File: config.mk
export PLATFORM = sky130hd
export DESIGN_NAME = stack_program_sequencer
export DESIGN_NICKNAME = d
export VERILOG_FILES = /design/src/rtl/stack_program_sequencer.sv
export SDC_FILE = /design/constraint.sdc
export NUM_CORES = 1
export LEC_CHECK = 0
export CAP_MARGIN = 20
export CORE_ASPECT_RATIO = 2
export CORE_MARGIN = 2
export CORE_UTILIZATION = 55
export CTS_BUF_LIST = sky130_fd_sc_hd__clkbuf_16
export DETAILED_ROUTE_END_ITERATION = 10
export HOLD_SLACK_MARGIN = 0.05
export PLACE_DENSITY = 0.76
export SYNTH_ARGS = -nofsm -noshare
export SYNTH_HDL_FRONTEND = slang
export SYNTH_SLANG_ARGS = --single-unit
File: constraint.sdc
create_clock -name clk -period 2.84 [get_ports clk]
set_input_delay 0.426 -clock clk [delete_from_list [all_inputs] [get_ports clk]]
set_output_delay 0.426 -clock clk [all_outputs]
set_load 0.01 [all_outputs]
File: src/rtl/stack_program_sequencer.sv
// stack_program_sequencer: 16-word program store that feeds opcode/operand nibbles and reset
// to the 4-bit stack calculator core. Optional macro SEQ_LOOP_EN repeats the program until abort.
module stack_program_sequencer (
   input  logic       clk,
   input  logic       rst,
   input  logic       prog_we,
   input  logic [3:0] prog_addr,
   input  logic [7:0] prog_wdata,
   input  logic       start,
   input  logic       pause,
   input  logic       abort,
   output logic       cpu_rst,
   output logic [3:0] cpu_inbits,
   output logic       busy,
   output logic       done,
   output logic [3:0] pc,
   output logic [7:0] instr_count
);
   localparam logic [2:0] ST_IDLE    = 3'd0;
   localparam logic [2:0] ST_RESET   = 3'd1;
   localparam logic [2:0] ST_FETCH   = 3'd2;
   localparam logic [2:0] ST_EXEC    = 3'd3;
   localparam logic [2:0] ST_PAUSE_F = 3'd4;
   localparam logic [2:0] ST_PAUSE_E = 3'd5;
   localparam logic [2:0] ST_DONE    = 3'd6;
   localparam logic [3:0] OP_HALT    = 4'hF;

   logic [2:0] state_q, state_d;
   logic [3:0] pc_q, pc_d;
   logic [7:0] cnt_q, cnt_d;
   logic [1:0] exec_left_q, exec_left_d;
   logic       cpu_rst_q, cpu_rst_d;
   logic [3:0] inbits_q, inbits_d;
   logic       busy_q, busy_d;
   logic       done_q, done_d;
   logic [7:0] mem_q [16];
   logic [7:0] mem_d [16];
   logic       bnd_en, bnd_wrap, halt;
   logic [3:0] bnd_pc, nxt_pc;

   function automatic logic [1:0] exec_len(input logic [3:0] op);
      case (op)
         4'h1, 4'h2, 4'h5, 4'h6, 4'h7, 4'h8: exec_len = 2'd2;
         4'h9, 4'hA:                         exec_len = 2'd3;
         default:                            exec_len = 2'd1;
      endcase
   endfunction

   always_comb begin
      mem_d = mem_q;
      if (prog_we && (state_q == ST_IDLE || state_q == ST_DONE))
         mem_d[prog_addr] = prog_wdata;
   end

   always_comb begin
      state_d     = state_q;
      pc_d        = pc_q;
      cnt_d       = cnt_q;
      exec_left_d = exec_left_q;
      cpu_rst_d   = 1'b0;
      inbits_d    = 4'h0;
      busy_d      = 1'b0;
      done_d      = 1'b0;
      bnd_en      = 1'b0;
      bnd_pc      = pc_q;
      bnd_wrap    = 1'b0;
      halt        = 1'b0;
      nxt_pc      = pc_q + 4'd1;

      case (state_q)
         ST_IDLE, ST_DONE: begin
            if (start) begin
               state_d = ST_RESET;
               pc_d    = 4'd0;
               cnt_d   = 8'd0;
            end
         end
         ST_RESET, ST_PAUSE_E: bnd_en = 1'b1;
         ST_FETCH: begin
            state_d     = ST_EXEC;
            exec_left_d = exec_len(mem_q[pc_q][3:0]) - 2'd1;
         end
         ST_EXEC: begin
            if (exec_left_q == 2'd0) begin
               bnd_en   = 1'b1;
               bnd_pc   = nxt_pc;
               bnd_wrap = (pc_q == 4'hF);
            end else begin
               exec_left_d = exec_left_q - 2'd1;
            end
         end
         ST_PAUSE_F: state_d = ST_PAUSE_E;
         default:    state_d = ST_IDLE;
      endcase

      // Instruction boundary: end of program, pause slot, or next fetch
      if (bnd_en) begin
         halt = (mem_q[bnd_pc][3:0] == OP_HALT) || bnd_wrap;
         pc_d = bnd_pc;
`ifdef SEQ_LOOP_EN
         if (halt) begin
            pc_d = 4'd0;
            if (mem_q[0][3:0] == OP_HALT) state_d = ST_DONE;
            else if (pause)               state_d = ST_PAUSE_F;
            else                          state_d = ST_FETCH;
         end else if (pause) begin
            state_d = ST_PAUSE_F;
         end else begin
            state_d = ST_FETCH;
         end
`else
         if (halt)       state_d = ST_DONE;
         else if (pause) state_d = ST_PAUSE_F;
         else            state_d = ST_FETCH;
`endif
      end

      if (abort) begin
         state_d     = ST_IDLE;
         pc_d        = pc_q;
         cnt_d       = cnt_q;
         exec_left_d = exec_left_q;
      end

      // Outputs are registered copies decoded from the state being entered
      cpu_rst_d = abort || (state_d == ST_RESET);
      case (state_d)
         ST_FETCH: begin
            inbits_d = mem_q[pc_d][3:0];
            cnt_d    = (cnt_q == 8'hFF) ? cnt_q : cnt_q + 8'd1;
         end
         ST_EXEC: inbits_d = mem_q[pc_d][7:4];
         default: inbits_d = 4'h0;
      endcase
      busy_d = (state_d == ST_RESET) || (state_d == ST_FETCH) || (state_d == ST_EXEC) ||
               (state_d == ST_PAUSE_F) || (state_d == ST_PAUSE_E);
      done_d = (state_d == ST_DONE);
   end

   always_ff @(posedge clk) begin
      if (rst) begin
         state_q     <= ST_IDLE;
         pc_q        <= 4'd0;
         cnt_q       <= 8'd0;
         exec_left_q <= 2'd0;
         cpu_rst_q   <= 1'b0;
         inbits_q    <= 4'h0;
         busy_q      <= 1'b0;
         done_q      <= 1'b0;
         for (int i = 0; i < 16; i++) mem_q[i] <= {4'h0, OP_HALT};
      end else begin
         state_q     <= state_d;
         pc_q        <= pc_d;
         cnt_q       <= cnt_d;
         exec_left_q <= exec_left_d;
         cpu_rst_q   <= cpu_rst_d;
         inbits_q    <= inbits_d;
         busy_q      <= busy_d;
         done_q      <= done_d;
         for (int i = 0; i < 16; i++) mem_q[i] <= mem_d[i];
      end
   end

   assign cpu_rst     = cpu_rst_q;
   assign cpu_inbits  = inbits_q;
   assign busy        = busy_q;
   assign done        = done_q;
   assign pc          = pc_q;
   assign instr_count = cnt_q;
endmodule

==> metrics.txt <==
status completed; Hold Path Class input pin to flip-flop; warning count from the yosys run 0; ys async rst share 0%; vias in the first global route 7326; Slowest cell on crit path or3_1; FF+latch count, synth between 150 and 200; syn_nets 950; Worst Setup Start Kind flip-flop; final setup margin about 0.11 ns; Pre-antenna DRT Iters 8; Area growth syn-to-layout 20.0%; Post-synth EDFFs 0; Worst Path Class, Setup flip-flop to flip-flop; max-slew violation count 0; Post-Synth XOR/XNOR Area less than 1%; total core area 14700 sq um; DR WL/cell between 20 and 25 um; syn avg cell area 8.80 sq um; Synth Instances about 930; final WL about 25000 um; largest cells by area after synthesis dfxtp_1 37%, mux2i_1 17%, nand2_1 8.2%; Die Wd 90.2 um; Post-Synth Simple-Gate Area 21.5%; hold buffers post-CTS 0; number of diodes 0; minimum clock period 2.73 ns; Finished Core Util around two thirds; share of post-route cells with drive strength above 1 about a fifth; vias per std cell approximately 6.3; final layout net count just over 1000; sequential share of the synthesized area between 30% and 40%; Synth Flop Type dfxtp_1; CP top delay family compound AO/OA/AOI/OAI gates; proportion of synthesized area in mux cells between 20% and 30%; Max Fanout on Critical Path 8; Yosys top cell by area dfxtp_1; fillcell total about 1200; IO Count 37; first-pass GRT wire length between 30000 and 40000 um; Root Buffer clkbuf_16; Least-Margin Pin Slew slightly below 0.9 ns; Die ar. around 16000 sq um; area share of fa/ha/maj cells after synthesis less than 1%; Starting Density a little under three fifths; Rel. slew slack 40.2%; required time worst endpoint around 3.2 ns; WP data arrival 3.08 ns; FP Rows 63; DPL Wire Length between 15000 and 20000 um; RePlAce Congestion 1.05; largest net degree at the start of global routing 71; worst skew pair latency approximately 0.43 ns; post-synth top area share 37.3%; DRC viols 0; drt first-iter violations approximately 600; worst slack, placed -0.230 ns; CTS sink count between 150 and 200; post-route ant nets 0; CP Cell Sequence or3_1 -> a21oi_2 -> mux2i_2 -> nor2_1 -> and2_2 -> a221oi_1 -> o211ai_1 -> a31o_1 -> a21oi_1; endpoint class of the critical path flip-flop; fmax about 370 MHz; Num CTS Buffers 17; static leakage around 0.004 uW; initial antenna violation count 0; area of the mapped netlist between 8000 and 9000 sq um; Max Cap Viol 0; input/output buffers 36; WP buf/inv 0; Max VDD drop ~400 uV; Unique masters post-synth 66; clock-pin transition on the worst setup and hold timing paths ~0.070 ns; largest family of logic cells by synthesized area multiplexers; Die Y around 180 um; CTS tree built; worst-case clock buffer depth 2; Power Density roughly 480 nW/um^2; Final Hold Fails 0; total gr overflow 0; total global-route track usage about a third; via count around 7600; CP max stage delay between 0.4 and 0.5 ns; H-tree Lvls 4; count of endpoints failing setup in the final report 0; Final Skew 0.0128 ns; final period utilization around 96%; post-synthesis compound-gate area fraction approximately a tenth
[final timing paths]
check / cells after the start / slack [ns] / startpoint / endpoint
min: 2 / 0.34 / rst / instr_count[1]
max: 9 / 0.11 / exec_left_q[1] / cpu_inbits[2]
max reg2reg: 9 / 0.11 / exec_left_q[1] / cpu_inbits[2]
min reg2reg: 2 / 0.46 / mem_q[116] / mem_q[116]
[cell type report]
type / count / area (sq um) / area share, %
Multi-Input combinational cell: 700 / 4920 / 50.2
Sequential cell: 152 / 3050 / 31.1
Timing Repair Buffer: 107 / 988 / 10.1
Clock buffer: 17 / 425 / 4.34
Tap cell: 195 / 244 / 2.49
Clock inverter: 15 / 133 / 1.35
Inverter: 9 / 33.8 / 0.345
[Yosys cell counts, types with 3 or more instances]
| library cell | n |
|---|---|
| nor2_1 | 75 |
| ha_1 | 4 |
| buf_1 | 3 |
| o211ai_1 | 14 |
| nor3_1 | 7 |
| buf_2 | 12 |
| nor3b_1 | 4 |
| buf_4 | 7 |
| nor2b_1 | 6 |
| mux2i_1 | 136 |
| and3_1 | 4 |
| nand2b_1 | 4 |
| o22ai_1 | 13 |
| buf_6 | 3 |
| a221oi_1 | 9 |
| inv_1 | 8 |
| and2_1 | 3 |
| nor4_1 | 4 |
| a21oi_1 | 37 |
| o21ai_0 | 20 |
| nand4_1 | 20 |
| mux4_2 | 20 |
| a31o_1 | 4 |
| clkbuf_1 | 42 |
| mux2_2 | 25 |
| a211o_1 | 3 |
| nand3_1 | 66 |
| nand2_1 | 178 |
| dfxtp_1 | 152 |
[sequential cells by signal (all words and copies together) (netlist names)]
register / flops
mem_q: 128
done: 1
exec_left_q: 2
pc: 4
instr_count: 8
cpu_inbits: 4
state_q: 3
cpu_rst: 1
busy: 1
[kinds of logic after synthesis]
kind of cell	Yosys count
xor+xnor	2
compound gates	124
simple gates	389
mux	181
fa+ha+maj	4
buf+inv	76
flops	152
[worst register-to-register path, delay by kind of cell (launching register included)]
kind	cells	cell delay (ns)
AOI/OAI and AO/OA	5	1.09
DFF	1	0.34
muxes	1	0.33
and+or+nand+nor	3	0.89
[per-layer routing]
metal | vias to the layer above | GRT usage [%] | wire, um
li1 | 3457 | - | -
met1 | 3632 | 38.8 | 9610
met2 | 395 | 53.7 | 12300
met3 | 104 | 3.97 | 1710
met4 | 0 | 17.7 | 1500
met5 | - | 0 | 0
[where the power goes]
part,internal [uW],total [uW],switching [uW]
clock network,1160,2190,1030
logic,125,326,201
registers,2160,2180,24.7
total,3440,4700,1250
[stage by stage]
stage	power, uW	TNS [ns]	cells	hold WS (ns)	instance area (sq um)
floorplan	2410	0	928	0.436	8200
global placement	2540	-0.738	1158	0.442	9010
detailed placement	2540	-0.863	1158	0.446	9010
CTS	4690	0	1190	0.328	9580
global route	4820	-0.0676	1195	0.343	9790
finish	4700	0	1195	0.336	9790
[timing repair]
action	4_1_cts	5_1_grt
gates cloned	0	1
setup buffers	0	4
endpoints found under the setup margin	4	14
pin swaps	0	4
gates resized for setup	2	33
[cell usage in the layout, fill, tap and decap left out, types with 4 or more instances in the layout]
cell type and instances:
a21oi_1 36, a221oi_2 7, a31o_1 4, buf_12 6, buf_4 62, clkbuf_16 18
clkdlybuf4s50_1 35, dfxtp_1 149, inv_1 7, inv_6 5, inv_8 5, mux2_2 25
mux2i_1 135, mux4_2 20, nand2_1 177, nand2b_1 4, nand3_1 66, nand4_1 20
nor2_1 74, nor2b_1 6, nor3_1 5, o211ai_1 14, o21ai_0 19, o22ai_1 13
(Power assumes the default switching activity.)
